**src/rtl/wb_stream_master.sv**
```systemverilog
`default_nettype none
// ============================================================================
// Module      : wb_stream_master
// Description : Byte-stream to pipelined-Wishbone bus master bridge.
//               Command frames arrive on an 8-bit valid/ready receive
//               stream. Each frame produces one single-word Wishbone
//               read or write. Status and read data go back on an 8-bit
//               valid/ready transmit stream.
//
//               Frames (multi-byte fields LSB first):
//                 write : 0x01 A0 A1 A2 A3 D0 D1 D2 D3 -> status
//                 read  : 0x02 A0 A1 A2 A3             -> status R0..R3
//                 other : any byte                     -> 0xFF
//               Status: 0x00 ack, 0x01 err, 0x02 timeout.
//
// Ports       : clk, rst_n               clock, async active-low reset
//               wb_cyc/stb/we/adr/dat_m/sel   Wishbone master outputs
//               wb_dat_s/stall/ack/err        Wishbone master inputs
//               rx_data/rx_valid/rx_ready     command byte stream (in)
//               tx_data/tx_valid/tx_ready     response byte stream (out)
// Parameters  : TIMEOUT  cycles from first stb to ack/err before the
//                        transfer is abandoned (>= 1)
// Revision    : 1.0  initial release
// ============================================================================
module wb_stream_master #(
    parameter int TIMEOUT = 1024
) (
    input  logic        clk,
    input  logic        rst_n,

    // Wishbone pipelined master
    output logic        wb_cyc,
    output logic        wb_stb,
    output logic        wb_we,
    output logic [31:0] wb_adr,
    output logic [31:0] wb_dat_m,
    output logic [3:0]  wb_sel,
    input  logic [31:0] wb_dat_s,
    input  logic        wb_stall,
    input  logic        wb_ack,
    input  logic        wb_err,

    // Command byte stream
    input  logic [7:0]  rx_data,
    input  logic        rx_valid,
    output logic        rx_ready,

    // Response byte stream
    output logic [7:0]  tx_data,
    output logic        tx_valid,
    input  logic        tx_ready
);

    // ------------------------------------------------------------------
    // Constants
    // ------------------------------------------------------------------
    localparam logic [7:0] c_CMD_WRITE   = 8'h01;
    localparam logic [7:0] c_CMD_READ    = 8'h02;
    localparam logic [7:0] c_ST_ACK      = 8'h00;
    localparam logic [7:0] c_ST_ERR      = 8'h01;
    localparam logic [7:0] c_ST_TIMEOUT  = 8'h02;
    localparam logic [7:0] c_ST_BAD_CMD  = 8'hFF;

    // Counter must hold the value TIMEOUT itself.
    localparam int             c_TW      = (TIMEOUT < 1) ? 1 : $clog2(TIMEOUT + 1);
    localparam logic [c_TW-1:0] c_TIMEOUT = c_TW'(TIMEOUT);

    typedef enum logic [2:0] {
        S_IDLE  = 3'd0,
        S_ADDR  = 3'd1,
        S_WDATA = 3'd2,
        S_REQ   = 3'd3,
        S_WAIT  = 3'd4,
        S_RESP  = 3'd5
    } state_t;

    // ------------------------------------------------------------------
    // State
    // ------------------------------------------------------------------
    state_t          r_state;
    logic [1:0]      r_byte_cnt;   // byte position inside ADDR/WDATA field
    logic            r_is_write;
    logic [31:0]     r_rdata;      // read data, shifted out LSB first
    logic [c_TW-1:0] r_tcount;     // cycles spent in REQ/WAIT
    logic [2:0]      r_resp_left;  // response bytes remaining after tx_data

    // ------------------------------------------------------------------
    // Combinational helpers
    // ------------------------------------------------------------------
    logic       w_rx_fire;
    logic       w_tx_fire;
    logic       w_timeout;
    logic       w_terminate;
    logic [7:0] w_status;

    assign w_rx_fire   = rx_valid & rx_ready;
    assign w_tx_fire   = tx_valid & tx_ready;
    assign w_timeout   = (r_tcount == c_TIMEOUT);
    assign w_terminate = wb_ack | wb_err | w_timeout;

    // ack wins over err, err wins over timeout when they coincide.
    always_comb begin
        w_status = c_ST_TIMEOUT;
        if (wb_ack) begin
            w_status = c_ST_ACK;
        end else if (wb_err) begin
            w_status = c_ST_ERR;
        end
    end

    // Only full-word accesses are issued.
    assign wb_sel = 4'hF;

    // ------------------------------------------------------------------
    // Main FSM; every output is registered here.
    // ------------------------------------------------------------------
    always_ff @(posedge clk or negedge rst_n) begin
        if (!rst_n) begin
            r_state     <= S_IDLE;
            r_byte_cnt  <= 2'd0;
            r_is_write  <= 1'b0;
            r_rdata     <= 32'd0;
            r_tcount    <= '0;
            r_resp_left <= 3'd0;
            wb_cyc      <= 1'b0;
            wb_stb      <= 1'b0;
            wb_we       <= 1'b0;
            wb_adr      <= 32'd0;
            wb_dat_m    <= 32'd0;
            rx_ready    <= 1'b1;
            tx_data     <= 8'd0;
            tx_valid    <= 1'b0;
        end else begin
            case (r_state)
                S_IDLE: begin
                    r_byte_cnt <= 2'd0;
                    if (w_rx_fire) begin
                        if (rx_data == c_CMD_WRITE) begin
                            r_is_write <= 1'b1;
                            r_state    <= S_ADDR;
                        end else if (rx_data == c_CMD_READ) begin
                            r_is_write <= 1'b0;
                            r_state    <= S_ADDR;
                        end else begin
                            // Unknown command: single 0xFF byte, no bus access.
                            r_resp_left <= 3'd0;
                            tx_data     <= c_ST_BAD_CMD;
                            tx_valid    <= 1'b1;
                            rx_ready    <= 1'b0;
                            r_state     <= S_RESP;
                        end
                    end
                end

                S_ADDR: begin
                    if (w_rx_fire) begin
                        // LSB-first field: new byte enters at the top, so
                        // after four bytes the first one sits in [7:0].
                        wb_adr     <= {rx_data, wb_adr[31:8]};
                        r_byte_cnt <= r_byte_cnt + 2'd1;
                        if (r_byte_cnt == 2'd3) begin
                            if (r_is_write) begin
                                r_state <= S_WDATA;
                            end else begin
                                wb_cyc   <= 1'b1;
                                wb_stb   <= 1'b1;
                                wb_we    <= 1'b0;
                                r_tcount <= '0;
                                rx_ready <= 1'b0;
                                r_state  <= S_REQ;
                            end
                        end
                    end
                end

                S_WDATA: begin
                    if (w_rx_fire) begin
                        wb_dat_m   <= {rx_data, wb_dat_m[31:8]};
                        r_byte_cnt <= r_byte_cnt + 2'd1;
                        if (r_byte_cnt == 2'd3) begin
                            wb_cyc   <= 1'b1;
                            wb_stb   <= 1'b1;
                            wb_we    <= 1'b1;
                            r_tcount <= '0;
                            rx_ready <= 1'b0;
                            r_state  <= S_REQ;
                        end
                    end
                end

                S_REQ, S_WAIT: begin
                    if (w_terminate) begin
                        // ack/err are only looked at here, i.e. while cyc=1.
                        wb_cyc      <= 1'b0;
                        wb_stb      <= 1'b0;
                        tx_data     <= w_status;
                        tx_valid    <= 1'b1;
                        r_resp_left <= r_is_write ? 3'd0 : 3'd4;
                        // Failed reads return zero bytes, not stale bus data.
                        r_rdata     <= (wb_ack && !r_is_write) ? wb_dat_s : 32'd0;
                        r_state     <= S_RESP;
                    end else begin
                        r_tcount <= r_tcount + 1'b1;
                        if ((r_state == S_REQ) && !wb_stall) begin
                            // Request accepted: strobe drops, cycle stays open.
                            wb_stb  <= 1'b0;
                            r_state <= S_WAIT;
                        end
                    end
                end

                S_RESP: begin
                    if (w_tx_fire) begin
                        if (r_resp_left == 3'd0) begin
                            tx_valid <= 1'b0;
                            rx_ready <= 1'b1;
                            r_state  <= S_IDLE;
                        end else begin
                            tx_data     <= r_rdata[7:0];
                            r_rdata     <= {8'd0, r_rdata[31:8]};
                            r_resp_left <= r_resp_left - 3'd1;
                        end
                    end
                end

                default: begin
                    wb_cyc   <= 1'b0;
                    wb_stb   <= 1'b0;
                    tx_valid <= 1'b0;
                    rx_ready <= 1'b1;
                    r_state  <= S_IDLE;
                end
            endcase
        end
    end

endmodule
`default_nettype wire
```
**config.mk**
```make
export PLATFORM = sky130hd
export DESIGN_NAME = wb_stream_master
export DESIGN_NICKNAME = d
export VERILOG_FILES = /design/src/rtl/wb_stream_master.sv
export SDC_FILE = /design/constraint.sdc
export NUM_CORES = 1
export LEC_CHECK = 0
export CAP_MARGIN = 5
export CORE_ASPECT_RATIO = 0.75
export CORE_MARGIN = 1
export CORE_UTILIZATION = 42
export DETAILED_ROUTE_END_ITERATION = 10
export PLACE_DENSITY = 0.79
export SETUP_SLACK_MARGIN = 0.02
export SKIP_CTS_REPAIR_TIMING = 1
export SLEW_MARGIN = 20
export SYNTH_ARGS = -nofsm -noshare
export SYNTH_HDL_FRONTEND = slang
export SYNTH_SLANG_ARGS = --single-unit
export TNS_END_PERCENT = 100
```
**constraint.sdc**
```tcl
create_clock -name clk -period 2.1 [get_ports clk]
set_input_delay 0.315 -clock clk [delete_from_list [all_inputs] [get_ports clk]]
set_output_delay 0.315 -clock clk [all_outputs]
set_load 0.005 [all_outputs]
```
==> results of run 1 <==
==> logic make-up after synthesis <==
| group | synth area share |
|---|---|
| flip-flops | 0.546 |
| AO/OA/AOI/OAI | 0.137 |
| AND/OR/NAND/NOR | 0.112 |
| multiplexers | 0.146 |
| buffers and inverters | 0.0433 |
| adder cells (fa/ha/maj) | 0.0123 |
| XOR/XNOR | 0.00296 |
| other | 0.000634 |
==> area by class of cell <==
type,count,area [um^2]
clock buffers,19,453
repair buffers,172,1670
fillers,1100,5460
clock inverters,12,134
well taps,175,219
inverters,18,67.6
multi-input cells,339,2510
flip-flops and latches,129,3230
==> synth_stat cells, types with 5 or more instances <==
library cell	instances	share of area
a21o_1	6	0.0076
a21oi_1	39	0.033
a22o_1	10	0.015
a31oi_1	6	0.0063
and3_1	33	0.035
buf_2	10	0.0085
buf_4	7	0.0089
clkbuf_1	11	0.0070
dfrtp_1	128	0.54
ha_1	5	0.011
inv_1	18	0.011
mux2_2	63	0.12
mux2i_1	7	0.012
nand2_1	41	0.026
nand3_1	5	0.0042
nor2_1	16	0.010
o21ai_0	44	0.037
==> sequential cells by signal (all words and copies together) (netlist names) <==
register and cells:
wb_cyc 1, tx_data 8, wb_stb 1, tx_valid 1, wb_dat_m 32, wb_adr 32
r_rdata 32, r_is_write 1, r_resp_left 3, wb_we 1, r_tcount 11, r_byte_cnt 2
r_state 3, rx_ready 1
==> critical path, stage by stage (launching register included) <==
cell	delay, ps
dfrtp_1	370
inv_1	80
ha_4	170
ha_4	160
or3_1	320
a21oi_2	140
nor2_2	70
nor2_4	250
buf_6	140
mux2_4	280
==> stage by stage <==
step | TNS [ps] | cells | worst slack [ps] | power (mW)
final | -0.412 | 864 | -0.212 | 11.7
after global routing | -276 | 864 | -66.7 | 12.4
after floorplan | 0 | 519 | 128 | 6.37
after CTS | -127 | 855 | -30.8 | 11.5
after detailed placement | -3400 | 824 | -210 | 8.51
after global placement | -2090 | 824 | -151 | 8.28
==> where the power goes <==
part	total [mW]	leakage [nW]	internal (mW)	switching [mW]
Sequential	4.03	1.69	3.37	0.659
Clock	2.89	0.273	1.80	1.08
Combinational	4.83	1.87	2.70	2.13
Total	11.7	3.83	7.88	3.87
==> path summary, 6_finish.rpt <==
| kind | depth (start not counted) | slack [ps] | end | start |
|---|---|---|---|---|
| max in group asynchronous | 2 | 1510 | r_state[1]$_DFFE_PN0P_ | rst_n |
| min reg2reg | 1 | 480 | wb_dat_m[4]$_DFFE_PN0P_ | wb_dat_m[4]$_DFFE_PN0P_ |
| min in group clk | 1 | 480 | wb_dat_m[4]$_DFFE_PN0P_ | wb_dat_m[4]$_DFFE_PN0P_ |
| max | 9 | -0.2 | tx_data[0]$_DFFE_PN0P_ | r_resp_left[1]$_DFFE_PN0P_ |
| max reg2reg | 9 | -0.2 | tx_data[0]$_DFFE_PN0P_ | r_resp_left[1]$_DFFE_PN0P_ |
| min | 2 | -40 | wb_dat_m[2]$_DFFE_PN0P_ | rst_n |
==> per-layer routing <==
metal,GRT usage,share of wire,vias up
met5,0,0,-
met4,0.0452,0.013,0
met3,0.0348,0.034,18
met2,0.352,0.50,121
met1,0.274,0.45,2309
li1,-,-,2159
==> impl_metrics.tcl, run 1 <==
set metrics [dict create \
    die_w_um 139 \
    slew_violations 0 \
    cts_made_buffers 17 \
    vdd_drop_max_mv 0.786 \
    antenna_found_initial 0 \
    grt_max_degree 130 \
    maxSlewHeadroom 0.518 \
    clkLatencyLatePin_ps 410 \
    netlist_area_um2 5920 \
    fmax_mhz 476 \
    numClockSinks 129 \
    place_hpwl_mm 10.2 \
    avgSynthCellArea_um2 11.5 \
    start_kind "flip-flop" \
    track_usage 0.205 \
    hold_class "input pin to asynchronous set/reset pin" \
    clockRootBuffer "clkbuf_16" \
    start_util 0.430 \
    worstPathRequired_ps 2390 \
    netlist_instances 516 \
    synthArstFlopShare 1.00 \
    synth.distinct_cells 60 \
    tightestPinTransition_ps 723 \
    period_share 1.00 \
    final_area_um2 8290 \
    drive_gt1_frac 0.253 \
    cp_max_fo 6 \
    wl_per_cell_um 17.3 \
    arrival_ps 2390 \
    gr-total-overflow 0 \
    ys_ff_latch 129 \
    die_h_um 105 \
    design.core.area_um2 13700 \
    p_leak_nw 3.83 \
    gp_congestion 0.894 \
    synth_edf_count 0 \
    fin_skew_ps 14.4 \
    via_count 4607 \
    drtIter0Drc 324 \
    diodes 0 \
    rsz0062_at_grt "yes" \
    period_needed_ps 2100 \
    synth_ff_type "dfrtp_1" \
    max_cap_violations 0 \
    worst-setup-path-type "flip-flop to flip-flop" \
    fin_util 0.603 \
    clk_pin_slew_ps 60 \
    hold_viol 14 \
    grt_pass1_vias 4628 \
    antenna_left 0 \
    status "complete, but fails checks" \
    via_per_inst 5.33 \
    nets 729 \
    setup_viol 2 \
    ys_warn_count 0 \
    hold_slack_ps -39.9 \
    clk_path_buf_depth 2 \
    cts_htree_levels 4 \
    layout_common_cells "127 x dfrtp_1, 122 x clkdlybuf4s50_1, 63 x mux2_2" \
    drc 4 \
    drt-total-wl_mm 14.9 \
    io_buffers 123 \
    fin_ws_ps -0.212 \
    power.density_nw_per_um2 1420 \
    cts_tree "built" \
    post_dp_cell_area_um2 7570 \
    firstDrtPassIters 9 \
    dieArea_um2 14600 \
    final_common_cell "dfrtp_1" \
    grt_pass1_wl_mm 23.8 \
    violations "DRC, hold timing, setup timing" \
    num_rows 37 \
    end_kind "flip-flop" \
    area_delta_synth_final_pct 40.1 \
    ioPinCount 128 \
    yosysSeqAreaShare 0.546 \
]
Note: power is estimated with default switching activity, not from simulation.
==> run 2, diff against run 1 <==
HOLD_SLACK_MARGIN = 0.02   (was unset)
==> results of run 2 <==
The final DEF is identical to that of run 1; final timing and power are the same.
==> run 3, diff against run 2 <==
ABC_CLOCK_PERIOD_IN_PS = 2100   (was unset)
CORE_UTILIZATION = 53   (was 42)
DONT_BUFFER_PORTS = 1   (was unset)
==> impl_metrics.tcl, run 3 (synthesis results as in run 1) <==
set metrics [dict create \
    status "complete, but fails checks" \
    violations "hold timing" \
    die_w_um 124 \
    fmax_mhz 499 \
    layout_common_cells "125 x dfrtp_1, 62 x mux2_2, 43 x o21ai_0" \
    maxSlewHeadroom 0.663 \
    tightestPinTransition_ps 500 \
    worstPathRequired_ps 2390 \
    power.density_nw_per_um2 1520 \
    clk_path_buf_depth 2 \
    grt_pass1_vias 4014 \
    period_needed_ps 2010 \
    p_int_mw 6.90 \
    die_h_um 93.5 \
    via_per_inst 5.83 \
    cts_made_buffers 17 \
    p_leak_nw 3.28 \
    crit_path_cell_trace "inv_1 > ha_2 > ha_4 > or3_4 > a21oi_2 > nor2_2 > nor2_4 > mux2_4" \
    cts_tree "built" \
    setup_viol 0 \
    fin_ws_ps 94.7 \
    clkLatencyLatePin_ps 410 \
    cp_slowest_stage_delay_ps 370 \
    period_share 0.955 \
    rsz0062_at_grt "yes" \
    nets 589 \
    design.core.area_um2 10900 \
    diodes 0 \
    firstDrtPassIters 5 \
    slew_violations 0 \
    cp_max_fo 6 \
    place_ws_ps 31.1 \
    path_buf_inv 1 \
    gr-total-overflow 0 \
    start_util 0.543 \
    hold_slack_ps -390 \
    grt_pass1_wl_mm 20.4 \
    ioPinCount 128 \
    end_kind "flip-flop" \
    nFillCells 862 \
    fin_skew_ps 8.75 \
    dieArea_um2 11600 \
    critical-path-top-delay-family "simple AND/OR/NAND/NOR gates" \
    clockRootBuffer "clkbuf_16" \
    io_buffers 0 \
    cp_slowest_cell "dfrtp_1" \
    drt-total-wl_mm 12.8 \
    drive_gt1_frac 0.286 \
    numClockSinks 129 \
    max_cap_violations 0 \
    via_count 4019 \
    swShare 0.339 \
    hold_viol 129 \
    drc 0 \
    p_clk_frac 0.285 \
    hold_class "input pin to asynchronous set/reset pin" \
    area_delta_synth_final_pct 16.2 \
    antenna_left 0 \
    drtIter0Drc 268 \
    arrival_ps 2290 \
    top_regs "r_rdata x32, wb_adr x32, wb_dat_m x32" \
    seq_power_share 0.404 \
    grt_max_degree 130 \
    combPwrFrac 0.311 \
    clk_pin_slew_ps 60 \
    vdd_drop_max_mv 0.915 \
    wl_per_cell_um 18.5 \
    track_usage 0.231 \
    place_hpwl_mm 8.54 \
    antenna_found_initial 0 \
    design_power_total_mw 10.4 \
    worst-setup-path-type "flip-flop to flip-flop" \
    num_rows 33 \
    cts_htree_levels 4 \
    p_switching_mw 3.53 \
    final_common_cell "dfrtp_1" \
    start_kind "flip-flop" \
    gp_congestion 0.875 \
]
run 3: cell count changes in the layout (fill, tap and decap cells not counted), moves of 2 or more:
cell             change
buf_6                -3
dfrtp_2              +2
clkdlybuf4s50_1    -122
buf_12               -2
buf_4               -14
dfrtp_1              -2
run 3: per-layer routing:
| metal | routed length, um | track usage | share of wire | vias to the layer above |
|---|---|---|---|---|
| met5 | 0 | 0 | 0 | - |
| met4 | 119 | 0.0714 | 0.0093 | 0 |
| met3 | 685 | 0.0628 | 0.054 | 11 |
| met2 | 6060 | 0.340 | 0.47 | 110 |
| met1 | 5900 | 0.331 | 0.46 | 2014 |
| li1 | - | - | - | 1884 |
run 3: cell type report:
| class | instances | area (um^2) | share of cell area |
|---|---|---|---|
| sequential | 129 | 3230 | 0.470 |
| multi-input combinational | 339 | 2510 | 0.366 |
| clock buffer | 18 | 439 | 0.0639 |
| timing repair buffer | 32 | 284 | 0.0413 |
| tap | 140 | 175 | 0.0255 |
| clock inverter | 13 | 164 | 0.0238 |
| inverter | 18 | 67.6 | 0.00983 |
run 3: final timing paths:
kind	startpoint	to	slack [ps]	cells past startpoint
worst max-delay path	r_resp_left[0]$_DFFE_PN0P_	r_resp_left[0]$_DFFE_PN0P_	90	8
worst min-delay path	rst_n	wb_dat_m[11]$_DFFE_PN0P_	-390	0
worst max register to register	r_resp_left[0]$_DFFE_PN0P_	r_resp_left[0]$_DFFE_PN0P_	90	8
worst min register to register	r_rdata[13]$_DFFE_PN0P_	r_rdata[13]$_DFFE_PN0P_	480	2
max in group asynchronous	rst_n	rx_ready$_DFFE_PN1P_	2260	0
min in group clk	wb_dat_s[31]	r_rdata[31]$_DFFE_PN0P_	40	1
run 3: metrics by stage:
| stage | TNS (ps) | util | hold slack, ps | instance area, um^2 | instances |
|---|---|---|---|---|---|
| after global placement | 0 | 0.569 | 21.4 | 6200 | 656 |
| final | 0 | 0.631 | -390 | 6880 | 689 |
| after CTS | 0 | 0.624 | -412 | 6810 | 687 |
| after detailed placement | 0 | 0.569 | 21.3 | 6200 | 656 |
| after global routing | -153 | 0.631 | -418 | 6880 | 689 |
| after floorplan | 0 | - | 19.4 | 5930 | 519 |
run 3: power by group through the flow:
stage	logic, mW	registers [mW]	clock network, mW
finish	3.25	4.22	2.97
detailed placement	3.09	4.24	0
global placement	2.95	4.19	0
global route	3.59	4.32	3.13
CTS	3.12	4.20	3.02
floorplan	2.46	3.91	0
